$ cat config.mk
export PLATFORM = sky130hd
export DESIGN_NAME = pc_fetch_stage_flat
export DESIGN_NICKNAME = d
export VERILOG_FILES = /design/src/rtl/pc_fetch_stage_pkg.sv /design/src/rtl/pc_fetch_stage_if.sv /design/src/rtl/pc_fetch_stage_if_id_register.sv /design/src/rtl/pc_fetch_stage.sv /design/src/flat_wrapper.sv
export SDC_FILE = /design/constraint.sdc
export NUM_CORES = 1
export LEC_CHECK = 0
export BUFFER_PORTS_ARGS = -buffer_cell sky130_fd_sc_hd__buf_2
export CAP_MARGIN = 20
export CORE_ASPECT_RATIO = 1.4
export CORE_MARGIN = 3
export CORE_UTILIZATION = 53
export CTS_CLUSTER_DIAMETER = 30
export CTS_CLUSTER_SIZE = 8
export DETAILED_ROUTE_END_ITERATION = 12
export PLACE_DENSITY = 0.85
export SLEW_MARGIN = 20
export SYNTH_ARGS = -nofsm -noshare
export SYNTH_HDL_FRONTEND = slang
export SYNTH_SLANG_ARGS = --single-unit
$ cat constraint.sdc
create_clock -name Clk -period 13.4 [get_ports Clk]
set_input_delay 2.68 -clock Clk [delete_from_list [all_inputs] [get_ports Clk]]
set_output_delay 2.68 -clock Clk [all_outputs]
set_load 0.01 [all_outputs]
$ cat src/rtl/pc_fetch_stage_pkg.sv
// rtl/pc_fetch_stage_pkg.sv - shared fetch-stage types and constants
package pc_fetch_stage_pkg;

   typedef enum logic [1:0] {
      ST_BOOT   = 2'd0,
      ST_RUN    = 2'd1,
      ST_HALTED = 2'd2
   } fetch_state_t;

   localparam logic [31:0] NOP_WORD          = 32'h0000_0000;
   localparam logic [31:0] DEFAULT_HALT_WORD = 32'hFFFF_FFFF;
   localparam logic [31:0] DEFAULT_RESET_PC  = 32'h0000_0000;

   function automatic logic [31:0] next_seq_pc(input logic [31:0] pc);
      return pc + 32'd4;
   endfunction

endpackage

$ cat src/rtl/pc_fetch_stage_if.sv
// rtl/pc_fetch_stage_if.sv - control, imem and IF/ID bundle of the fetch stage
interface pc_fetch_stage_if;
   logic [31:0] PCNext;
   logic        PCWrite;
   logic        IFIDWrite;
   logic        IFIDFlush;
   logic [31:0] Instruction;
   logic [31:0] PCAddr;
   logic [31:0] PCPlus4;
   logic [31:0] IFID_Instruction;
   logic [31:0] IFID_PCPlus4;
   logic        IFID_Valid;
   logic        Halted;
   logic [31:0] FetchCount;

   modport master (
      output PCNext, PCWrite, IFIDWrite, IFIDFlush, Instruction,
      input  PCAddr, PCPlus4, IFID_Instruction, IFID_PCPlus4, IFID_Valid,
             Halted, FetchCount
   );

   modport slave (
      input  PCNext, PCWrite, IFIDWrite, IFIDFlush, Instruction,
      output PCAddr, PCPlus4, IFID_Instruction, IFID_PCPlus4, IFID_Valid,
             Halted, FetchCount
   );
endinterface

$ cat src/rtl/pc_fetch_stage_if_id_register.sv
// rtl/pc_fetch_stage_if_id_register.sv - IF/ID pipeline register with write, flush and async reset
module if_id_register
   import pc_fetch_stage_pkg::*;
(
   input  logic        clk,
   input  logic        rst,
   input  logic        write,
   input  logic        flush,
   input  logic [31:0] instruction,
   input  logic [31:0] pc_plus4,
   output logic [31:0] ifid_instruction,
   output logic [31:0] ifid_pc_plus4,
   output logic        ifid_valid
);

   // Flush beats write so a squashed wrong-path fetch never appears valid.
   always_ff @(posedge clk or posedge rst) begin
      if (rst) begin
         ifid_instruction <= NOP_WORD;
         ifid_pc_plus4    <= 32'd0;
         ifid_valid       <= 1'b0;
      end else if (flush) begin
         ifid_instruction <= NOP_WORD;
         ifid_pc_plus4    <= 32'd0;
         ifid_valid       <= 1'b0;
      end else if (write) begin
         ifid_instruction <= instruction;
         ifid_pc_plus4    <= pc_plus4;
         ifid_valid       <= 1'b1;
      end
   end

endmodule

$ cat src/rtl/pc_fetch_stage.sv
// rtl/pc_fetch_stage.sv - PC register, PC+4 adder, boot/run/halt FSM and fetch counter
module pc_fetch_stage
   import pc_fetch_stage_pkg::*;
#(
   parameter logic [31:0] RESET_PC  = DEFAULT_RESET_PC,
   parameter logic [31:0] HALT_WORD = DEFAULT_HALT_WORD
)
(
   input  logic             Clk,
   input  logic             Rst,
   pc_fetch_stage_if.slave  bus
);

   fetch_state_t state;
   logic [31:0]  pc;
   logic [31:0]  pc_plus4;
   logic [31:0]  fetch_count;
   logic         halted;
   logic         ifid_write;
   logic         ifid_flush;
   logic         take_load;
   logic [31:0]  ifid_instruction;
   logic [31:0]  ifid_pc_plus4;
   logic         ifid_valid;

   assign pc_plus4  = next_seq_pc(pc);
   assign take_load = (state == ST_RUN) && !bus.IFIDFlush && bus.IFIDWrite;

   // Once halted, any write or flush request turns into a bubble load.
   always_comb begin
      ifid_write = 1'b0;
      ifid_flush = 1'b0;
      case (state)
         ST_RUN: begin
            ifid_write = bus.IFIDWrite;
            ifid_flush = bus.IFIDFlush;
         end
         ST_HALTED: begin
            ifid_flush = bus.IFIDFlush | bus.IFIDWrite;
         end
         default: begin
            ifid_write = 1'b0;
            ifid_flush = 1'b0;
         end
      endcase
   end

   always_ff @(posedge Clk or posedge Rst) begin
      if (Rst) begin
         state       <= ST_BOOT;
         pc          <= RESET_PC;
         fetch_count <= 32'd0;
         halted      <= 1'b0;
      end else begin
         case (state)
            ST_BOOT: begin
               state <= ST_RUN;
            end
            ST_RUN: begin
               if (bus.PCWrite) begin
                  pc <= bus.PCNext;
               end
               if (take_load) begin
                  fetch_count <= fetch_count + 32'd1;
                  if (bus.Instruction == HALT_WORD) begin
                     state  <= ST_HALTED;
                     halted <= 1'b1;
                  end
               end
            end
            ST_HALTED: begin
               state <= ST_HALTED;
            end
            default: begin
               state  <= ST_BOOT;
               halted <= 1'b0;
            end
         endcase
      end
   end

   if_id_register u_if_id (
      .clk              (Clk),
      .rst              (Rst),
      .write            (ifid_write),
      .flush            (ifid_flush),
      .instruction      (bus.Instruction),
      .pc_plus4         (pc_plus4),
      .ifid_instruction (ifid_instruction),
      .ifid_pc_plus4    (ifid_pc_plus4),
      .ifid_valid       (ifid_valid)
   );

   assign bus.PCAddr           = pc;
   assign bus.PCPlus4          = pc_plus4;
   assign bus.IFID_Instruction = ifid_instruction;
   assign bus.IFID_PCPlus4     = ifid_pc_plus4;
   assign bus.IFID_Valid       = ifid_valid;
   assign bus.Halted           = halted;
   assign bus.FetchCount       = fetch_count;

endmodule
$ cat src/flat_wrapper.sv
// flat-port wrapper written by rule: the top's interface ports become plain ports
module pc_fetch_stage_flat import pc_fetch_stage_pkg::*;
#(
   parameter logic [31:0] RESET_PC  = DEFAULT_RESET_PC,
   parameter logic [31:0] HALT_WORD = DEFAULT_HALT_WORD
)
  (Clk, Rst, bus_PCNext, bus_PCWrite, bus_IFIDWrite, bus_IFIDFlush, bus_Instruction, bus_PCAddr, bus_PCPlus4, bus_IFID_Instruction, bus_IFID_PCPlus4, bus_IFID_Valid, bus_Halted, bus_FetchCount);
  pc_fetch_stage_if bus_i ();
  input  logic Clk;
  input  logic Rst;
  input wire logic [$bits(bus_i.PCNext)-1:0] bus_PCNext;
  input wire logic [$bits(bus_i.PCWrite)-1:0] bus_PCWrite;
  input wire logic [$bits(bus_i.IFIDWrite)-1:0] bus_IFIDWrite;
  input wire logic [$bits(bus_i.IFIDFlush)-1:0] bus_IFIDFlush;
  input wire logic [$bits(bus_i.Instruction)-1:0] bus_Instruction;
  output wire logic [$bits(bus_i.PCAddr)-1:0] bus_PCAddr;
  output wire logic [$bits(bus_i.PCPlus4)-1:0] bus_PCPlus4;
  output wire logic [$bits(bus_i.IFID_Instruction)-1:0] bus_IFID_Instruction;
  output wire logic [$bits(bus_i.IFID_PCPlus4)-1:0] bus_IFID_PCPlus4;
  output wire logic [$bits(bus_i.IFID_Valid)-1:0] bus_IFID_Valid;
  output wire logic [$bits(bus_i.Halted)-1:0] bus_Halted;
  output wire logic [$bits(bus_i.FetchCount)-1:0] bus_FetchCount;
  assign bus_i.PCNext = bus_PCNext;
  assign bus_i.PCWrite = bus_PCWrite;
  assign bus_i.IFIDWrite = bus_IFIDWrite;
  assign bus_i.IFIDFlush = bus_IFIDFlush;
  assign bus_i.Instruction = bus_Instruction;
  assign bus_PCAddr = bus_i.PCAddr;
  assign bus_PCPlus4 = bus_i.PCPlus4;
  assign bus_IFID_Instruction = bus_i.IFID_Instruction;
  assign bus_IFID_PCPlus4 = bus_i.IFID_PCPlus4;
  assign bus_IFID_Valid = bus_i.IFID_Valid;
  assign bus_Halted = bus_i.Halted;
  assign bus_FetchCount = bus_i.FetchCount;
  pc_fetch_stage #(.RESET_PC(RESET_PC), .HALT_WORD(HALT_WORD)) u_core (.Clk(Clk), .Rst(Rst), .bus(bus_i));
endmodule
After elaboration in Yosys (flattened, before gate mapping):

Cells that the tools add are included.

* register bits: 132
* bits of input ports: 69
* output and inout port bits: 162
* word-level logic and storage cells: 40

* add/sub/neg operators: 2
* equality and inequality tests: 5
* muxes and demuxes: 14
* bitwise logic cells: 2
* reduce and logical (&&, ||, !) cells: 10

Operators by type and width (number)
* 32-bit 2-to-1 mux: 4
* 32-bit by 1-bit adder with 32-bit output (second input constant): 1
* 32-bit by 3-bit adder with 32-bit output (second input constant): 1
* 32-bit equality test (second input constant): 1
* 2-bit case mux with 3 select lines: 1
* 2-bit AND reduction: 3
* 1-bit 2-to-1 mux: 5
* 2-bit 2-to-1 mux: 2
* 1-bit case mux with 2 select lines: 2
* 3-bit AND reduction: 1
* 2-bit by 1-bit equality test with 1-bit output (second input constant): 1
* 2-bit equality test (second input constant): 1
* 1-bit logical AND: 2
* 2-bit logical NOT: 1
* 2-bit by 1-bit inequality test with 1-bit output (second input constant): 1
* 2-bit inequality test (second input constant): 1
* 2-bit nonzero test: 1
* 2-bit OR reduction: 1
* 1-bit logical NOT: 1
* 1-bit NOT: 1
* 1-bit bitwise OR: 1

Longest topological paths before layout:

Gate-level depths: netlist (run 1).

* depth in word-level cells: 5
* depth in mapped cells: 9
* depth with buffers taken out: 6

By module:

Synthesis (run 1) repeated with hierarchy kept, for this count alone.

* cells, all modules: 526
* area, all modules: 6237.2 um^2

By module, submodules not included
* pc_fetch_stage: times used 1, cells an instance 316, area each 3597.2 um^2, sequential area each 1676.6 um^2
* if_id_register: times used 1, cells an instance 210, area each 2640.0 um^2, sequential area each 1626.6 um^2

Least setup slack after synthesis (run 1):

OpenSTA, ideal clock, no wires.

* kind: register to output
* from: register u_core.pc[2] (netlist: u_core.bus.PCAddr[2])
* to: output bus_PCPlus4[18]
* data arrival time: 1.726 ns
* required time: 10.720 ns
* slack: 8.994 ns
* cell stages (with the launch flop): 6
* path through: dfrtp_1 > ha_1 > nand3_1 > nor3_2 > and3_1 > xor2_1

* longest elaborated chain between the ends: 1

RTL lines
* from (decl): line pc_fetch_stage.sv:15 `logic [31:0] pc;`
* from (signal assigned): line pc_fetch_stage.sv:61 `pc <= bus.PCNext;`
* 32-bit by 3-bit adder with 32-bit output: line pc_fetch_stage_pkg.sv:15 `return pc + 32'd4;`
* to (decl): line flat_wrapper.sv:17 `output wire logic [$bits(bus_i.PCPlus4)-1:0] bus_PCPlus4;`

Every way passes these cells.

Final worst setup path (run 1):

* from: register u_core.pc[2] (netlist: u_core.bus.PCAddr[2])
* to: output bus_PCPlus4[26]

The elaborated chain is that of the path after synthesis.

==> metrics.txt, run 1 <==
# TYPE chip_impl_metric gauge
chip_impl_info{name="outcome",value="finished clean"} 1
chip_impl_metric{name="num_antenna_cells",unit=""} 0
chip_impl_info{name="critPathSlowestCell",value="sky130_fd_sc_hd__nor4_1"} 1
chip_impl_metric{name="cts_resized",unit=""} 0
chip_impl_metric{name="multiInputGateArea",unit="um2"} 2680
chip_impl_metric{name="detail-route-antenna-nets",unit=""} 0
chip_impl_info{name="setup.worst_path.class",value="flop to primary output"} 1
chip_impl_metric{name="drive_gt1_share",unit="%"} 41.5
chip_impl_metric{name="worst_path_maximum_fanout",unit=""} 8
chip_impl_metric{name="syn-num-nets",unit=""} 602
chip_impl_metric{name="synthDistinctLibCells",unit=""} 47
chip_impl_info{name="crit_path_cell_trace",value="ha_1 -> nand3_1 -> nor4_1 -> and2_1 -> xor2_1 -> buf_2"} 1
chip_impl_metric{name="synth_area_per_cell",unit="um2"} 11.7
chip_impl_info{name="crit_family",value="simple AND/OR/NAND/NOR gates"} 1
chip_impl_info{name="cts_tree",value="built"} 1
chip_impl_metric{name="cts.clk_slew.worst_paths",unit="ns"} 0.06
chip_impl_metric{name="post-cts-setup-buffer-count",unit=""} 0
chip_impl_info{name="synth_top_flop_cell",value="sky130_fd_sc_hd__dfrtp_1"} 1
chip_impl_metric{name="remaining_drc_errors",unit=""} 0
chip_impl_metric{name="postRouteWirelength",unit="um"} 17700
chip_impl_metric{name="timing.final.crit_share",unit="%"} 39.0
chip_impl_metric{name="final_nets",unit=""} 827
chip_impl_metric{name="max-cap-violations",unit=""} 0
chip_impl_metric{name="relSlewSlack",unit="%"} 33.1
chip_impl_metric{name="start_util",unit="%"} 54.4
chip_impl_metric{name="p_leak",unit="nW"} 4.05
chip_impl_metric{name="first_pass_iters",unit=""} 7
chip_impl_metric{name="die-width",unit="um"} 97.1
chip_impl_metric{name="antenna_found_initial",unit=""} 0
chip_impl_info{name="critical_path.endpoint_type",value="primary output"} 1
chip_impl_metric{name="synth-xor-area-share",unit="%"} 8.38
chip_impl_metric{name="power",unit="mW"} 1.15
chip_impl_metric{name="detail_route.iter0.violations",unit=""} 228
chip_impl_metric{name="finalWeightedCongestion",unit=""} 0.846
chip_impl_metric{name="ioPinCount",unit=""} 231
chip_impl_info{name="setup_repair_after_global_routing_missed_its_margin",value="no"} 1
chip_impl_info{name="mostFrequentLayoutCell",value="sky130_fd_sc_hd__buf_2"} 1
chip_impl_metric{name="fmax",unit="MHz"} 191
chip_impl_metric{name="post_synth_instance_area",unit="um2"} 6160
chip_impl_metric{name="final_area",unit="um2"} 8060
chip_impl_info{name="hold_path_class",value="flop to flop"} 1
chip_impl_metric{name="synth-compound-area-share",unit="%"} 10.5
chip_impl_metric{name="drt-wirelength-per-cell",unit="um"} 19.5
chip_impl_metric{name="total_of_warnings_raised_by_yosys",unit=""} 0
chip_impl_metric{name="power_density",unit="nW/um2"} 142
chip_impl_metric{name="die-area",unit="um2"} 13000
chip_impl_metric{name="final-setup-viol-count",unit=""} 0
chip_impl_info{name="most-common-layout-cells",value="230 x sky130_fd_sc_hd__buf_2, 132 x sky130_fd_sc_hd__dfrtp_1, 49 x sky130_fd_sc_hd__a22o_1"} 1
chip_impl_metric{name="crit_arrival",unit="ns"} 2.55
chip_impl_metric{name="post_synth_mux_area_share",unit="%"} 6.21
chip_impl_metric{name="post_synth_fa_ha_maj_area_fraction",unit="%"} 1.22
chip_impl_metric{name="report.final.hold_viol_count",unit=""} 0
chip_impl_metric{name="post-dp-hpwl",unit="um"} 13000
chip_impl_metric{name="cts_buffers",unit=""} 17
chip_impl_metric{name="layout.filler_cells",unit=""} 811
chip_impl_metric{name="clk_path_buf_depth",unit=""} 2
chip_impl_metric{name="cp_slowest_stage_delay",unit="ns"} 0.60
chip_impl_metric{name="number_of_global_route_vias_before_repair",unit=""} 5530
chip_impl_metric{name="grt_pass1_wl",unit="um"} 28900
chip_impl_info{name="combinational_family_with_the_most_area_after_synthesis",value="simple AND/OR/NAND/NOR gates"} 1
chip_impl_metric{name="worst_skew_pair.late_latency",unit="ns"} 0.41
chip_impl_metric{name="synth-seq-area-share",unit="%"} 53.6
chip_impl_metric{name="setup_tns",unit="ns"} 0
chip_impl_metric{name="async_flop_share",unit="%"} 100
chip_impl_metric{name="standard_cell_row_count",unit=""} 46
chip_impl_metric{name="floorplan.core_area",unit="um2"} 11300
chip_impl_metric{name="synth_enable_flop_cells",unit=""} 0
chip_impl_metric{name="detailed_place.area",unit="um2"} 7400
chip_impl_metric{name="port_buffers",unit=""} 230
chip_impl_metric{name="skew",unit="ns"} 0.0108
chip_impl_metric{name="preCtsSetupSlack",unit="ns"} 8.63
chip_impl_metric{name="netlist_instances",unit=""} 527
chip_impl_metric{name="globalRouteTotalUtil",unit="%"} 27.9
chip_impl_metric{name="holdBufCountCts",unit=""} 0
chip_impl_metric{name="routed_via_density",unit=""} 5.87
chip_impl_metric{name="finalMaxSlewViolations",unit=""} 0
chip_impl_metric{name="worst_max_slew_pin_slew",unit="ns"} 1.00
chip_impl_metric{name="setup_slack",unit="ns"} 8.17
chip_impl_metric{name="worst-endpoint-required",unit="ns"} 10.72
chip_impl_metric{name="crit_buf_inv",unit=""} 1
chip_impl_metric{name="htree_num_levels",unit=""} 4
chip_impl_metric{name="synthSimpleGateAreaFrac",unit="%"} 16.9
chip_impl_metric{name="sequential_cell_area",unit="um2"} 3300
chip_impl_metric{name="postSynthRegisterBits",unit=""} 132
chip_impl_info{name="cts-root-buf",value="sky130_fd_sc_hd__clkbuf_16"} 1
chip_impl_metric{name="area.growth.synth_to_final",unit="%"} 30.7
chip_impl_metric{name="timing.final.crit_period",unit="ns"} 5.23
chip_impl_metric{name="gr-total-overflow",unit=""} 0
chip_impl_metric{name="die-height",unit="um"} 134
chip_impl_metric{name="grt_max_degree",unit=""} 81
chip_impl_info{name="setup.worst_path.start_class",value="flop"} 1
chip_impl_metric{name="vdd.ir_drop.worst",unit="V"} 0.0000813
chip_impl_metric{name="vias",unit=""} 5334
chip_impl_metric{name="whs",unit="ns"} 0.482
chip_impl_metric{name="clock-sinks",unit=""} 132
metrics by stage:
| step | instances | util, % |
|---|---|---|
| 5_1_grt | 908 | 71.1 |
| 3_5_place_dp | 877 | 65.3 |
| 2_1_floorplan | 527 | - |
| 6_report | 908 | 71.1 |
| 4_1_cts | 908 | 71.1 |
| 3_3_place_gp | 877 | 65.2 |
final cells by class:
type                       instances  share of cell area [%]
clock buffer                      19                    5.62
clock inverter                    12                    2.53
inverter                          13                   0.637
multi-input combinational        353                    33.2
sequential                       132                    41.0
tap                              144                    2.24
timing repair buffer             235                    14.8
power breakdown:
part / total (mW) / leakage, nW / switching, mW / internal (mW)
logic: 0.162 / 2.03 / 0.0908 / 0.0711
registers: 0.471 / 1.71 / 0.0408 / 0.430
clock network: 0.515 / 0.311 / 0.176 / 0.339
total: 1.15 / 4.05 / 0.307 / 0.841
flip-flops by register name, indices dropped and copies added (netlist names):
register and flops:
u_core.bus.Halted 1, u_core.bus.PCAddr 32, u_core.state 2, u_core.u_if_id.ifid_valid 1, u_core.bus.FetchCount 32, u_core.u_if_id.ifid_pc_plus4 32, u_core.u_if_id.ifid_instruction 32
Yosys cell counts (3+ instances only):
library cell               number  area, um2
sky130_fd_sc_hd__and3_1         7       43.8
sky130_fd_sc_hd__a21oi_1        4       20.0
sky130_fd_sc_hd__nor4_1         5       31.3
sky130_fd_sc_hd__buf_2         12       60.1
sky130_fd_sc_hd__nor4_2         3       37.5
sky130_fd_sc_hd__dfrtp_1      132       3300
sky130_fd_sc_hd__mux2_2        34        383
sky130_fd_sc_hd__nor3_1         9       45.0
sky130_fd_sc_hd__nand4b_1       5       43.8
sky130_fd_sc_hd__nand3_1       24        120
sky130_fd_sc_hd__and2_1         9       56.3
sky130_fd_sc_hd__o211ai_1       8       60.1
sky130_fd_sc_hd__a211o_1        3       26.3
sky130_fd_sc_hd__clkbuf_1       5       18.8
sky130_fd_sc_hd__nand4_1       34        213
sky130_fd_sc_hd__ha_1           6       75.1
sky130_fd_sc_hd__xor2_1        15        131
sky130_fd_sc_hd__nand2_1       44        165
sky130_fd_sc_hd__o21ai_0        3       15.0
sky130_fd_sc_hd__inv_1         13       48.8
sky130_fd_sc_hd__xnor2_1       44        385
sky130_fd_sc_hd__nor2_1        13       48.8
sky130_fd_sc_hd__buf_1          7       26.3
sky130_fd_sc_hd__and4_1        11       96.3
sky130_fd_sc_hd__a22o_1        49        429
worst paths after layout:
check	startpoint	cells after the start	slack, ns	endpoint
setup / recovery	u_core.bus.PCAddr[2]	6	8.17	bus_PCPlus4[26]
hold / removal	u_core.bus.FetchCount[11]	1	0.48	u_core.bus.FetchCount[11]
setup reg to reg	u_core.state[1]	7	10.69	u_core.u_if_id.ifid_pc_plus4[24]
hold reg to reg	u_core.bus.FetchCount[11]	1	0.48	u_core.bus.FetchCount[11]
max in group asynchronous	Rst	3	9.56	u_core.u_if_id.ifid_instruction[22]
min in group asynchronous	Rst	2	2.36	u_core.u_if_id.ifid_instruction[8]
logic make-up after synthesis:
group	count (synthesis)
buffers and inverters	42
AOI/OAI and AO/OA	78
DFF	132
xor gates and xnor gates	59
and+or+nand+nor	176
muxes	34
adders and majority gates	6
routing by layer:
metal	up-vias	routed length [um]	GRT usage [%]
met4	0	723	13.4
met3	59	1410	8.01
li1	2386	-	-
met2	278	9300	47.6
met5	-	0	0
met1	2611	6270	32.2
(Power assumes the default switching activity.)
==> run 2, diff against run 1 <==
CORE_UTILIZATION = 45   (was 53)
PLACE_DENSITY = 0.77   (was 0.85)
clock period = 4.6 ns   (was 13.4 ns; I/O delays follow)
==> run 2 against run 1 <==
Compared with the run above:
- worst hold slack got worse by 0.0018 ns
- global-route usage fell by 4.4 points
- combinational power rose to 2.9 times the previous value
- cell count rose by 4.4%
- via count fell by 1.1%
- register-to-register slack got worse by 8.5 ns
- clock skew fell by 0.0020 ns
- wire length rose by 1.9%
- clock power rose to 2.6 times the previous value
- non-clock buffer count rose by 1
- highest routed layer unchanged
- die area rose by 17%
- clock-buffer cell count fell by 2
==> metrics.txt, run 2 (synthesis results as in run 1) <==
# TYPE chip_impl_metric gauge
chip_impl_metric{name="remaining_drc_errors",unit=""} 0
chip_impl_info{name="min_from",value="u_core.bus.FetchCount[31]"} 1
chip_impl_metric{name="finalNonFillerCells",unit=""} 948
chip_impl_metric{name="antenna_found_initial",unit=""} 0
chip_impl_metric{name="drt-wirelength-per-cell",unit="um"} 19.0
chip_impl_info{name="crit_start",value="u_core.bus.PCAddr[2]"} 1
chip_impl_metric{name="cts_resized",unit=""} 0
chip_impl_metric{name="num_antenna_cells",unit=""} 0
chip_impl_metric{name="worst-r2r-cell-count",unit=""} 7
chip_impl_metric{name="setup_slack",unit="ns"} 1.06
chip_impl_metric{name="preCtsSetupSlack",unit="ns"} 1.49
chip_impl_metric{name="max-cap-violations",unit=""} 0
chip_impl_metric{name="final-setup-viol-count",unit=""} 0
chip_impl_info{name="cts-root-buf",value="sky130_fd_sc_hd__clkbuf_16"} 1
chip_impl_metric{name="port_buffers",unit=""} 230
chip_impl_info{name="crit_path_cell_trace",value="ha_1 -> nand3_1 -> nor3_2 -> and3_1 -> xor2_1 -> buf_2"} 1
chip_impl_metric{name="multiInputGateArea",unit="um2"} 2670
chip_impl_metric{name="min_path_cells",unit=""} 1
chip_impl_metric{name="area.growth.synth_to_final",unit="%"} 30.6
chip_impl_metric{name="setup_tns",unit="ns"} 0
chip_impl_metric{name="fmax",unit="MHz"} 282
chip_impl_metric{name="whs",unit="ns"} 0.480
chip_impl_metric{name="cts.clk_slew.worst_paths",unit="ns"} 0.07
chip_impl_metric{name="power.combinational.fraction",unit="%"} 15.0
chip_impl_info{name="setup_repair_after_global_routing_missed_its_margin",value="no"} 1
chip_impl_metric{name="die-area",unit="um2"} 15200
chip_impl_metric{name="start_util",unit="%"} 46.0
chip_impl_metric{name="worst_max_slew_pin_slew",unit="ns"} 0.931
chip_impl_metric{name="timing.final.crit_period",unit="ns"} 3.54
chip_impl_metric{name="globalRouteTotalUtil",unit="%"} 23.5
chip_impl_metric{name="die-height",unit="um"} 144
chip_impl_metric{name="report.final.hold_viol_count",unit=""} 0
chip_impl_info{name="critPathSlowestCell",value="sky130_fd_sc_hd__nor3_2"} 1
chip_impl_metric{name="detail-route-antenna-nets",unit=""} 0
chip_impl_metric{name="relSlewSlack",unit="%"} 37.9
chip_impl_metric{name="r2r_setup_slack",unit="ns"} 2.15
chip_impl_info{name="most-common-layout-cells",value="230 x sky130_fd_sc_hd__buf_2, 132 x sky130_fd_sc_hd__dfrtp_1, 49 x sky130_fd_sc_hd__a22o_1"} 1
chip_impl_metric{name="floorplan.core_area",unit="um2"} 13400
chip_impl_metric{name="finalWeightedCongestion",unit=""} 0.896
chip_impl_info{name="reg2reg_from",value="u_core.state[1]"} 1
chip_impl_metric{name="power.switching",unit="mW"} 0.982
chip_impl_metric{name="post-dp-hpwl",unit="um"} 13300
chip_impl_metric{name="worst-endpoint-required",unit="ns"} 3.68
chip_impl_metric{name="vdd.ir_drop.worst",unit="V"} 0.000248
chip_impl_metric{name="power_density",unit="nW/um2"} 394
chip_impl_metric{name="drive_gt1_share",unit="%"} 41.5
chip_impl_info{name="critical_path.endpoint_type",value="primary output"} 1
chip_impl_metric{name="grt_pass1_wl",unit="um"} 28000
chip_impl_metric{name="skew",unit="ns"} 0.00886
chip_impl_metric{name="power.switching_fraction",unit="%"} 30.9
chip_impl_metric{name="postRouteWirelength",unit="um"} 18000
chip_impl_metric{name="layout.filler_cells",unit=""} 1142
chip_impl_metric{name="clock-sinks",unit=""} 132
chip_impl_metric{name="power",unit="mW"} 3.17
chip_impl_metric{name="gr-total-overflow",unit=""} 0
chip_impl_metric{name="routed_via_density",unit=""} 5.56
chip_impl_metric{name="holdBufCountCts",unit=""} 0
chip_impl_metric{name="clock_power_share",unit="%"} 41.8
chip_impl_metric{name="place_inst",unit=""} 916
chip_impl_metric{name="die-width",unit="um"} 105
chip_impl_metric{name="crit_arrival",unit="ns"} 2.62
chip_impl_metric{name="worst_skew_pair.late_latency",unit="ns"} 0.41
chip_impl_metric{name="post-cts-setup-buffer-count",unit=""} 0
chip_impl_metric{name="clk_path_buf_depth",unit=""} 2
chip_impl_metric{name="power.share.sequential",unit="%"} 43.2
chip_impl_metric{name="number_of_global_route_vias_before_repair",unit=""} 5407
chip_impl_metric{name="detail_route.iter0.violations",unit=""} 246
chip_impl_metric{name="p_leak",unit="nW"} 4.03
chip_impl_metric{name="worst_path_maximum_fanout",unit=""} 8
chip_impl_metric{name="cts_buffers",unit=""} 17
chip_impl_metric{name="grt_max_degree",unit=""} 72
chip_impl_info{name="cts_tree",value="built"} 1
chip_impl_metric{name="ioPinCount",unit=""} 231
chip_impl_metric{name="standard_cell_row_count",unit=""} 50
chip_impl_info{name="mostFrequentLayoutCell",value="sky130_fd_sc_hd__buf_2"} 1
chip_impl_metric{name="sequential_cell_area",unit="um2"} 3300
chip_impl_metric{name="final_nets",unit=""} 828
chip_impl_info{name="hold_path_class",value="flop to flop"} 1
chip_impl_metric{name="htree_num_levels",unit=""} 4
chip_impl_metric{name="finalMaxSlewViolations",unit=""} 0
chip_impl_info{name="outcome",value="finished clean"} 1
chip_impl_metric{name="cp_slowest_stage_delay",unit="ns"} 0.52
chip_impl_metric{name="power.internal",unit="mW"} 2.19
chip_impl_metric{name="vias",unit=""} 5274
chip_impl_metric{name="timing.final.crit_share",unit="%"} 77.1
chip_impl_info{name="setup.worst_path.start_class",value="flop"} 1
chip_impl_metric{name="first_pass_iters",unit=""} 4
chip_impl_info{name="setup.worst_path.class",value="flop to primary output"} 1
[run 2: changes by cell type in the layout (fill, tap and decap cells not counted)]
cell,delta
sky130_fd_sc_hd__clkbuf_8,-2
sky130_fd_sc_hd__nor3_2,-1
sky130_fd_sc_hd__clkinv_8,+2
sky130_fd_sc_hd__inv_8,+6
sky130_fd_sc_hd__clkinv_2,-1
sky130_fd_sc_hd__inv_6,+4
sky130_fd_sc_hd__clkinvlp_4,-2
sky130_fd_sc_hd__clkinv_4,-1
sky130_fd_sc_hd__buf_12,+1
sky130_fd_sc_hd__bufinv_16,-5
sky130_fd_sc_hd__nor3_1,+1
[run 2: area by class of cell]
class / count / area share (%)
clock buffer: 17 / 5.29
clock inverter: 15 / 1.99
inverter: 13 / 0.637
multi-input combinational: 353 / 33.2
sequential: 132 / 41.0
tap: 182 / 2.83
timing repair buffer: 236 / 15.0
[run 2: metal layers]
layer	GRT usage (%)	vias to the layer above	share of wire (%)
met3	5.23	46	6.4
met1	25.1	2587	37
met5	0	-	0
met2	44.1	243	53
li1	-	2398	-
met4	11.0	0	3.4
[run 2: worst paths after layout]
kind,to
hold / removal,u_core.bus.FetchCount[31]
setup / recovery,bus_PCPlus4[18]
setup reg to reg,u_core.u_if_id.ifid_pc_plus4[30]
max in group asynchronous,u_core.bus.PCAddr[13]
hold reg to reg,u_core.bus.FetchCount[31]
min in group asynchronous,u_core.u_if_id.ifid_instruction[24]
[run 2: power groups by stage]
| stage | clock, mW | combinational (mW) | sequential (mW) |
|---|---|---|---|
| after global placement | 0 | 0.472 | 1.38 |
| after detailed placement | 0 | 0.481 | 1.39 |
| after CTS | 1.35 | 0.483 | 1.37 |
| final | 1.32 | 0.477 | 1.37 |
| after global routing | 1.41 | 0.517 | 1.38 |
| after floorplan | 0 | 0.220 | 1.41 |
[run 2: worst max-delay path, delay by kind of cell (launching register included)]
family / cells / cell delay (ns)
adders and majority gates: 1 / 0.26
buffers and inverters: 1 / 0.17
DFF: 1 / 0.48
and+or+nand+nor: 3 / 1.11
xor gates and xnor gates: 1 / 0.19
[run 2: through the flow]
stage	util, %	area, um2
final	60.1	8050
after global routing	60.1	8050
after CTS	60.1	8050
after detailed placement	55.7	7460
after global placement	55.7	7460
after floorplan	-	6160
